$ cat src/rtl/fu_branch_pipe.sv
// Pipelined branch/jump resolution unit with a 2-entry result queue and age-based flush.
// Optional BRANCH_BTB_PRED_EN: compare against front-end prediction instead of static not-taken.
module fu_branch_pipe #(
    parameter int unsigned XLEN   = 32,
    parameter int unsigned ROB_W  = 5,
    parameter int unsigned PREG_W = 7
) (
    input  logic              clk,
    input  logic              reset,
    input  logic              issue_valid,
    output logic              issue_ready,
    input  logic [6:0]        issue_opcode,
    input  logic [2:0]        issue_func3,
    input  logic [XLEN-1:0]   issue_pc,
    input  logic [XLEN-1:0]   issue_imm,
    input  logic [PREG_W-1:0] issue_pd,
    input  logic [ROB_W-1:0]  issue_rob_idx,
    input  logic [XLEN-1:0]   ps1_data,
    input  logic [XLEN-1:0]   ps2_data,
    input  logic              pred_taken,
    input  logic [XLEN-1:0]   pred_target,
    input  logic [ROB_W-1:0]  rob_head,
    input  logic              flush_valid,
    input  logic [ROB_W-1:0]  flush_tag,
    output logic              out_valid,
    input  logic              out_ready,
    output logic [ROB_W-1:0]  out_rob_idx,
    output logic [PREG_W-1:0] out_pd,
    output logic              out_wr_en,
    output logic [XLEN-1:0]   out_data,
    output logic              out_redirect,
    output logic [XLEN-1:0]   out_target,
    output logic              out_hit
);

    typedef struct packed {
        logic [ROB_W-1:0]  rob_idx;
        logic [PREG_W-1:0] pd;
        logic              wr_en;
        logic [XLEN-1:0]   data;
        logic              redirect;
        logic [XLEN-1:0]   target;
        logic              hit;
    } entry_t;

    localparam logic [6:0] OpBranch = 7'b1100011;
    localparam logic [6:0] OpJal    = 7'b1101111;
    localparam logic [6:0] OpJalr   = 7'b1100111;

    entry_t     q0_q, q1_q, q0_d, q1_d, new_e;
    logic [1:0] count_q, count_d;

    logic            is_br, is_jal, is_jalr, br_ok, taken, valid_op, redir;
    logic [XLEN-1:0] base, tgt, link;

    // Age relative to the ROB head; modular subtraction handles tag wrap-around.
    function automatic logic younger(input logic [ROB_W-1:0] t, input logic [ROB_W-1:0] head,
                                     input logic [ROB_W-1:0] ref_tag);
        logic [ROB_W-1:0] age_t, age_r;
        age_t = t - head;
        age_r = ref_tag - head;
        return age_t > age_r;
    endfunction

    always_comb begin
        is_br   = (issue_opcode == OpBranch);
        is_jal  = (issue_opcode == OpJal);
        is_jalr = (issue_opcode == OpJalr) && (issue_func3 == 3'b000);
        br_ok   = 1'b1;
        taken   = 1'b0;
        case (issue_func3)
            3'b000:  taken = (ps1_data == ps2_data);
            3'b001:  taken = (ps1_data != ps2_data);
            3'b100:  taken = ($signed(ps1_data) < $signed(ps2_data));
            3'b101:  taken = ($signed(ps1_data) >= $signed(ps2_data));
            3'b110:  taken = (ps1_data < ps2_data);
            3'b111:  taken = (ps1_data >= ps2_data);
            default: br_ok = 1'b0;
        endcase
        if (is_jal || is_jalr) begin
            taken = 1'b1;
        end else if (!is_br) begin
            taken = 1'b0;
        end
        valid_op = (is_br && br_ok) || is_jal || is_jalr;
        base     = is_jalr ? ps1_data : issue_pc;
        tgt      = base + issue_imm;
        tgt[0]   = 1'b0;
        link     = issue_pc + XLEN'(4);

        new_e.rob_idx = issue_rob_idx;
        new_e.pd      = issue_pd;
        new_e.wr_en   = is_jal || is_jalr;
        new_e.data    = (is_jal || is_jalr) ? link : '0;
`ifdef BRANCH_BTB_PRED_EN
        redir          = (taken != pred_taken) || (taken && (pred_target != tgt));
        new_e.target   = (pred_taken && !taken) ? link : tgt;
`else
        redir          = taken;
        new_e.target   = tgt;
`endif
        new_e.redirect = valid_op && redir;
        new_e.hit      = valid_op && !redir;
    end

`ifndef BRANCH_BTB_PRED_EN
    logic unused_pred;
    assign unused_pred = ^{pred_taken, pred_target};
`endif

    logic head_valid, kill0, kill1, kill_new, pop, keep0, keep1, push;

    always_comb begin
        head_valid  = (count_q != 2'd0);
        kill0       = flush_valid && younger(q0_q.rob_idx, rob_head, flush_tag);
        kill1       = flush_valid && younger(q1_q.rob_idx, rob_head, flush_tag);
        kill_new    = flush_valid && younger(issue_rob_idx, rob_head, flush_tag);
        issue_ready = (count_q != 2'd2);
        out_valid   = head_valid && !kill0;
        pop         = out_valid && out_ready;
        keep0       = head_valid && !kill0 && !pop;
        keep1       = (count_q == 2'd2) && !kill1;
        push        = issue_valid && issue_ready && !kill_new;

        // Survivors compact toward the head, new op lands behind them.
        if (keep0) begin
            q0_d = q0_q;
        end else if (keep1) begin
            q0_d = q1_q;
        end else begin
            q0_d = new_e;
        end
        q1_d    = (keep0 && keep1) ? q1_q : new_e;
        count_d = {1'b0, keep0} + {1'b0, keep1} + {1'b0, push};

        out_rob_idx  = head_valid ? q0_q.rob_idx : '0;
        out_pd       = head_valid ? q0_q.pd : '0;
        out_wr_en    = head_valid && q0_q.wr_en;
        out_data     = head_valid ? q0_q.data : '0;
        out_redirect = head_valid && q0_q.redirect;
        out_target   = head_valid ? q0_q.target : '0;
        out_hit      = head_valid && q0_q.hit;
    end

    always_ff @(posedge clk or posedge reset) begin
        if (reset) begin
            q0_q    <= '0;
            q1_q    <= '0;
            count_q <= 2'd0;
        end else begin
            q0_q    <= q0_d;
            q1_q    <= q1_d;
            count_q <= count_d;
        end
    end

endmodule

$ cat config.mk
export PLATFORM = sky130hd
export DESIGN_NAME = fu_branch_pipe
export DESIGN_NICKNAME = d
export VERILOG_FILES = /design/src/rtl/fu_branch_pipe.sv
export SDC_FILE = /design/constraint.sdc
export NUM_CORES = 1
export LEC_CHECK = 0
export CAP_MARGIN = 0
export CORE_ASPECT_RATIO = 1.2
export CORE_MARGIN = 2
export CORE_UTILIZATION = 40
export DETAILED_ROUTE_END_ITERATION = 6
export MAX_ROUTING_LAYER = met4
export PLACE_DENSITY = 0.72
export REMOVE_ABC_BUFFERS = 1
export SLEW_MARGIN = 20
export SYNTH_ARGS = -nofsm -noshare
export SYNTH_HDL_FRONTEND = slang
export SYNTH_SLANG_ARGS = --single-unit
$ cat constraint.sdc
create_clock -name clk -period 7.3 [get_ports clk]
set_input_delay 1.46 -clock clk [delete_from_list [all_inputs] [get_ports clk]]
set_output_delay 1.46 -clock clk [all_outputs]
set_load 0.01 [all_outputs]
==> metrics.md, run 1 <==
| Metric | Value |
|---|---|
| RSZ-0062 raised after global routing | no |
| I/O Buffers | approximately 240 |
| Final hold violations | 0 |
| Post-synth top flop | dfrtp_1 |
| Crit path cell chain | clkdlybuf4s50_1, or4b_1, or3_1, buf_4, mux2_2, ha_1, and2_2, a311o_1, a221o_1, or4_4, o2111ai_2, nand3b_2, a311oi_2, xnor2_1, mux2_4 |
| R2R Setup Slk | between 2 and 3 ns |
| Clock slew at reported path FFs | ~0.070 ns |
| Final Worst Setup Slack | 1.09 ns |
| TritonCTS Sinks | between 150 and 200 |
| Number of inserted diodes | 0 |
| Final Skew | 0.0151 ns |
| Tot GR Track Use | 0.238 |
| Largest net degree at the start of global routing | 109 |
| # rows | between 60 and 70 |
| Max cap viols | 0 |
| Clk network pwr share | 0.227 |
| Via count | 10556 |
| First-pass GRT wire length | between 50000 and 60000 microns |
| CP Class | input pin to flip-flop |
| Initial antenna violation count | 0 |
| Worst-Margin Slew | roughly 1.0 ns |
| Placeable Area | between 20000 and 30000 sq um |
| CP bufs+invs | 2 |
| Final wirelength | ~35000 microns |
| Vias in the first global route | between 10000 and 15000 |
| Commonest cells post-synth | nand2_1, dfrtp_1, ha_1, nor2_1, a21oi_1 |
| Leak pwr | between 6 and 7 nW |
| Netlist cell types | a little under 70 |
| R2R Path End | q0_q[32]$_DFFE_PP0N_ |
| Postcts setup bufs | 0 |
| Initial Utilization | 0.408 |
| Min Tclk post-route | around 6.2 ns |
| Die Wd | 159 microns |
| Critical path arrival | ~6.5 ns |
| CP endpoint kind | flip-flop |
| Most common cell in the netlist | nand2_1 |
| Multi-input logic area | approximately 7000 sq um |
| Synthesis-to-finish area growth | 29.5% |
| Post-DP HPWL | about 26000 microns |
| Logic pwr share | 0.462 |
| Total of fill cells in the finished design | roughly 2700 |
| Avg Inst Size Synth | about 8 sq um |
| Worst slack at placement | 0.711 ns |
| Worst path top cell family by delay | simple AND/OR/NAND/NOR gates |
| CTS tree | done |
| Final Cycle Share | 0.851 |
| Async S/R FF share, synth | 1.00 |
| Synth area leader | dfrtp_1 |
| Hold bufs inserted after CTS | 0 |
| Final setup viols | 0 |
| Slew headroom | 0.314 |
| Share of cells above drive strength 1 | 0.0640 |
| CP Data Required Time | roughly 7.6 ns |
| Crit-path max FO | 20 |
| Mapped cell area | roughly 11000 sq um |
| Hold Slack | approximately 0.46 ns |
| Yosys synthesis warning count | 0 |
| Synth top area share | 0.345 |
| NumNets Final | about 1900 |
| Post-synth EDFFs | 0 |
| Switch share | 0.387 |
| Antenna-violating nets left | 0 |
| TritonCTS Buffers | 17 |
| I/O pins | around 280 |
| Yosys reg bits | approximately 160 |
| Die footprint | 30000 sq um |
| P_sw | between 0.001 and 0.0015 W |
| Clock Tree Buf Depth | 2 |
| Max incr delay on CP | approximately 0.57 ns |
| Hold Path Class | flip-flop to flip-flop |
| Max Slew Vio Count | 0 |
| Routed vias/inst | about 5.3 |
| Die Ht | 189 microns |
| Int Power | around 0.0024 W |
| Worst Reg-to-Reg Cells | 16 |
| Crit path capture | q1_q[31]$_DFFE_PP0N_ |
| H-Tree Depth | 4 |
| DRC | 0 |
| Routability cong. | roughly 0.96 |
| Initial DRT Pass Iterations | 5 |
| Post-CTS sizing | 0 |
| Status | finished, final reports clean |
| DR iter-0 viols | roughly 730 |
| Worst r2r src | q1_q[74]$_DFFE_PP0N_ |
| Setup TNS | 0 ns |
| Peak supply drop | 0.191 mV |
| Register area | between 3000 and 4000 sq um |
| Final global-route overflow total | 0 |
| Crit path launch | issue_func3[2] |
| Pwr Density | roughly 260 nW/um^2 |
| Final core utilization | 0.528 |
| Clock root buffer master | clkbuf_16 |
| WL/cell | 17.2 microns |
| Crit start category | input pin |
| F_max | about 0.16 GHz |
| Top cells by area, synth | dfrtp_1, ha_1, nand2_1 |
| CP max-delay cell | or4b_1 |
| Sequential share of power | 0.310 |
| Clk_lat worst skew | 0.43 ns |
| WP depth | 15 |
| Seq/Total Area, Yosys | 0.345 |
| Count of mapped cells out of synthesis | ~1400 |
-- worst register-to-register path: cells and delay by family, from the launching register on --
family	cells	cell delay, ns
AOI/OAI and AO/OA	7	1.60
buffers and inverters	4	1.16
adders and majority gates	3	0.79
DFF	1	0.40
xor gates and xnor gates	1	0.14
and+or+nand+nor	1	0.07
-- flip-flops by register name, summed over array words and instances (netlist names) --
register,flops
q0_q,78
count_q,2
q1_q,78
-- stage by stage --
step           total power [W]  std cells  area [sq um]
3_3_place_gp           0.00297       1972         14300
2_1_floorplan          0.00220       1331         11100
6_report               0.00386       2004         14800
3_5_place_dp           0.00301       1972         14300
4_1_cts                0.00390       2004         14800
5_1_grt                0.00413       2004         14800
-- placed cells by master, fill, tap and decap left out, drive strengths merged, types with 4 or more instances in the layout --
cell             n
a211oi           5
a21o            33
a21oi           85
a31oi           44
and2             4
and3            15
and4             6
buf             18
clkbuf          21
clkdlybuf4s50  244
clkinv           5
dfrtp          158
fa               6
ha              94
inv             60
mux2            32
mux2i            5
nand2          308
nand2b           8
nand3           22
nand4           13
nor2            91
nor2b           84
nor3            27
o211ai           6
o21a             8
o21ai           81
o21bai           5
o31ai           15
or3              9
xnor2           36
xor2            39
-- layer usage --
layer	global-route usage	part of all wire
met4	0.0918	0.035
met3	0.0252	0.043
met5	-	0
met1	0.299	0.44
met2	0.392	0.48
-- layout make-up --
class                      instances  share of cell area
timing repair buffer             262               0.175
clock buffer                      21              0.0324
multi-input combinational       1118               0.474
sequential                       158               0.266
inverter                          55              0.0145
tap                              379              0.0320
clock inverter                    11             0.00649
-- power by group through the flow --
stage	Clock, W	Combinational, W	Sequential (W)
finish	0.000878	0.00179	0.00120
global route	0.000925	0.00198	0.00122
CTS	0.000893	0.00181	0.00120
detailed placement	0	0.00180	0.00121
global placement	0	0.00176	0.00121
floorplan	0	0.00103	0.00117
-- cells by family after synthesis --
group                      share of synthesized area
AOI/OAI and AO/OA                              0.165
buffers and inverters                         0.0451
other                                       0.000327
muxes                                         0.0361
DFF                                            0.345
adders and majority gates                      0.113
and+or+nand+nor                                0.238
xor gates and xnor gates                      0.0573
-- worst min path at each step --
stage                           end  slack, ns                  from  cells past startpoint
2_1_floorplan  q1_q[47]$_DFFE_PP0N_       0.44  q1_q[47]$_DFFE_PP0N_                      2
3_3_place_gp   q1_q[72]$_DFFE_PP0N_       0.45  q1_q[72]$_DFFE_PP0N_                      2
3_5_place_dp   q1_q[60]$_DFFE_PP0N_       0.46  q1_q[60]$_DFFE_PP0N_                      2
4_1_cts         q1_q[4]$_DFFE_PP0N_       0.47   q1_q[4]$_DFFE_PP0N_                      2
5_1_grt        q1_q[15]$_DFFE_PP0N_       0.49  q1_q[15]$_DFFE_PP0N_                      2
6_report        q1_q[2]$_DFFE_PP0N_       0.46   q1_q[2]$_DFFE_PP0N_                      2
(Power assumes the default switching activity.)
==> run 2: changes to the inputs <==
--- a/config.mk
+++ b/config.mk
@@ -7,12 +7,13 @@
 export LEC_CHECK = 0
 export CAP_MARGIN = 0
 export CORE_ASPECT_RATIO = 1.2
-export CORE_MARGIN = 2
-export CORE_UTILIZATION = 40
+export CORE_MARGIN = 4
+export CORE_UTILIZATION = 51
 export DETAILED_ROUTE_END_ITERATION = 6
 export MAX_ROUTING_LAYER = met4
-export PLACE_DENSITY = 0.72
+export PLACE_DENSITY = 0.87
 export REMOVE_ABC_BUFFERS = 1
+export SKIP_LAST_GASP = 1
 export SLEW_MARGIN = 20
 export SYNTH_ARGS = -nofsm -noshare
 export SYNTH_HDL_FRONTEND = slang
==> run 2 against run 1 <==
Compared with the run above: sequential power about the same; flip-flop and latch count unchanged; largest power group unchanged; final cell count down 5.2%; combinational power about the same; power up 1.4%; hold slack better by 0.0049 ns; core utilization up 14 points; critical path depth unchanged; clock skew about the same; design area down 0.79%.
==> metrics.md, run 2 (synthesis gave the netlist of run 1 again) <==
| Metric | Value |
|---|---|
| Clk_lat worst skew | 0.43 ns (about the same) |
| # rows | 59 (-12%) |
| DR iter-0 viols | 792 (+7.9%) |
| Met2 Track Usage GR | 0.465 (+0.0724) |
| TritonCTS Sinks | 158 (unchanged) |
| Layer carrying the most global-route usage | met2 |
| Clock root buffer master | clkbuf_16 |
| CP endpoint kind | flip-flop |
| Final Skew | 0.0149 ns (-0.000200 ns) |
| Met1 usage | 0.356 (+0.0572) |
| Final hold violations | 0 (unchanged) |
| Crit start category | input pin |
| I/O pins | 279 (unchanged) |
| Pwr Density | 266 nW/um^2 (+2.2%) |
| Initial DRT Pass Iterations | 5 (unchanged) |
| Initial antenna violation count | 2 (+2) |
| Antenna-violating nets left | 0 (unchanged) |
| Vias in the first global route | 10878 (+6.9%) |
| Tot GR Track Use | 0.288 (+0.0503) |
| Hold Path Class | flip-flop to flip-flop |
| CP Data Required Time | 7.62 ns (about the same) |
| Final global-route overflow total | 0 (unchanged) |
| Finished Layout Cells | 1900 (-5.2%) |
| Status | finished, final reports clean |
| Crit path launch | issue_opcode[2] |
| Die Ht | 172 microns (-9.1%) |
| F_max | 0.164 GHz (+2.1%) |
| Final wirelength | 35200 microns (+1.8%) |
| DRC | 0 (unchanged) |
| Synthesis-to-finish area growth | 28.5% |
| Postcts setup bufs | 0 (unchanged) |
| Worst slack at placement | 0.778 ns (+0.0668 ns) |
| NumNets Final | 1909 (-0.052%) |
| Worst-Margin Slew | 1.01 ns (+0.00757 ns) |
| CP Class | input pin to flip-flop |
| Post-DP HPWL | 26300 microns (+0.15%) |
| Worst r2r src | q0_q[74]$_DFFE_PP0N_ |
| Share of cells above drive strength 1 | 0.0634 (-0.000576) |
| Final Cycle Share | 0.833 (-0.0174) |
| Max cap viols | 0 (unchanged) |
| CTS tree | done |
| HP Start | q1_q[47]$_DFFE_PP0N_ |
| Die footprint | 24900 sq um (-17%) |
| Via count | 10951 (+3.7%) |
| WL/cell | 18.5 microns (+7.4%) |
| RSZ-0062 raised after global routing | no |
| Peak supply drop | 0.203 mV (+6.5%) |
| Final Worst Setup Slack | 1.22 ns (+0.127 ns) |
| Most frequent cells in the layout | nand2_1, clkdlybuf4s50_1, dfrtp_1, ha_1, nor2_1 |
| GR Layer Usage met3 | 0.0451 (+0.0199) |
| Largest regs | q0_q x78, q1_q x78, count_q x2 |
| First-pass GRT wire length | 55000 microns (+2.7%) |
| Routed vias/inst | 5.76 (+9.4%) |
| Placeable Area | 21900 sq um (-22%) |
| I/O Buffers | 244 (unchanged) |
| Commonest non-fill, non-tap cell in the layout | nand2_1 |
| H-Tree Depth | 4 (unchanged) |
| Crit-path max FO | 18 (-10%) |
| Routability cong. | 0.976 (+1.9%) |
| Clock slew at reported path FFs | 0.07 ns (about the same) |
| Min Tclk post-route | 6.08 ns (-0.127 ns) |
| Initial Utilization | 0.523 (+0.115) |
| Clock Tree Buf Depth | 2 (unchanged) |
| Max Slew Vio Count | 0 (unchanged) |
| Final setup viols | 0 (unchanged) |
| Slew headroom | 0.324 (+0.0107) |
| Post-CTS sizing | 0 (unchanged) |
| Largest net degree at the start of global routing | 99 (-9.2%) |
| Inst Count DP | 1866 (-5.4%) |
| Die Wd | 145 microns (-8.6%) |
| Leak pwr | 6.61 nW (about the same) |
| Critical path arrival | 6.41 ns (-0.12 ns) |
| Hold bufs inserted after CTS | 0 (unchanged) |
| TritonCTS Buffers | 17 (unchanged) |
==> run 2: cell count changes in the layout (fill, tap and decap cells not counted), moves of 2 or more <==
| cell | change |
|---|---|
| clkbuf_8 | -3 |
| clkinv_8 | +2 |
| diode_2 | +2 |
| inv_8 | +2 |
==> run 2: worst paths after layout <==
path	endpoint	slack, ns	cells after the start
worst max-delay path	q1_q[31]$_DFFE_PP0N_	1.22	15
worst min-delay path	q1_q[47]$_DFFE_PP0N_	0.47	2
worst max register to register	q1_q[0]$_DFFE_PP0N_	3.02	18
worst min register to register	q1_q[47]$_DFFE_PP0N_	0.47	2
max in group asynchronous	q1_q[57]$_DFFE_PP0N_	4.30	3
min in group asynchronous	q0_q[72]$_DFFE_PP0N_	1.59	2
==> run 2: report_power, final <==
part,internal [W],switching (W)
Sequential,0.00108,0.000113
Clock,0.000500,0.000427
Combinational,0.000805,0.000991
Total,0.00239,0.00153
==> run 2: metal layers <==
metal  share of wire  vias to the layer above
li1                -                     5221
met1            0.40                     5164
met2            0.49                      465
met3           0.068                      101
met4           0.044                        0
met5               0                        -
==> run 2: metrics by stage <==
| stage | TNS [ns] | util | hold slack [ns] | area [sq um] | total power (W) |
|---|---|---|---|---|---|
| finish | 0 | 0.671 | 0.470 | 14700 | 0.00392 |
| detailed placement | 0 | 0.643 | 0.455 | 14100 | 0.00299 |
| global route | 0 | 0.671 | 0.491 | 14700 | 0.00416 |
| CTS | 0 | 0.671 | 0.470 | 14700 | 0.00392 |
| global placement | 0 | 0.643 | 0.449 | 14100 | 0.00295 |
| floorplan | -64.48 | - | 0.438 | 11100 | 0.00220 |
==> run 2: area by class of cell <==
cell class / count / area [sq um]
well taps: 274 / 343
repair buffers: 261 / 2570
flip-flops and latches: 158 / 3950
clock inverters: 14 / 169
clock buffers: 18 / 439
diodes: 2 / 5.00
multi-input cells: 1118 / 7030
fillers: 1762 / 7200
inverters: 55 / 213
==> run 2: worst max-delay path: stages <==
cell and delay (ns):
clkdlybuf4s50_1 0.60, or4b_1 0.48, or3_1 0.55, buf_4 0.31, mux2_2 0.29, ha_1 0.37, a21o_2 0.24, a21o_2 0.20
a221o_1 0.38, or4_4 0.50, o2111ai_2 0.20, nand3b_2 0.15, a311oi_2 0.28, xnor2_1 0.12, mux2_4 0.26
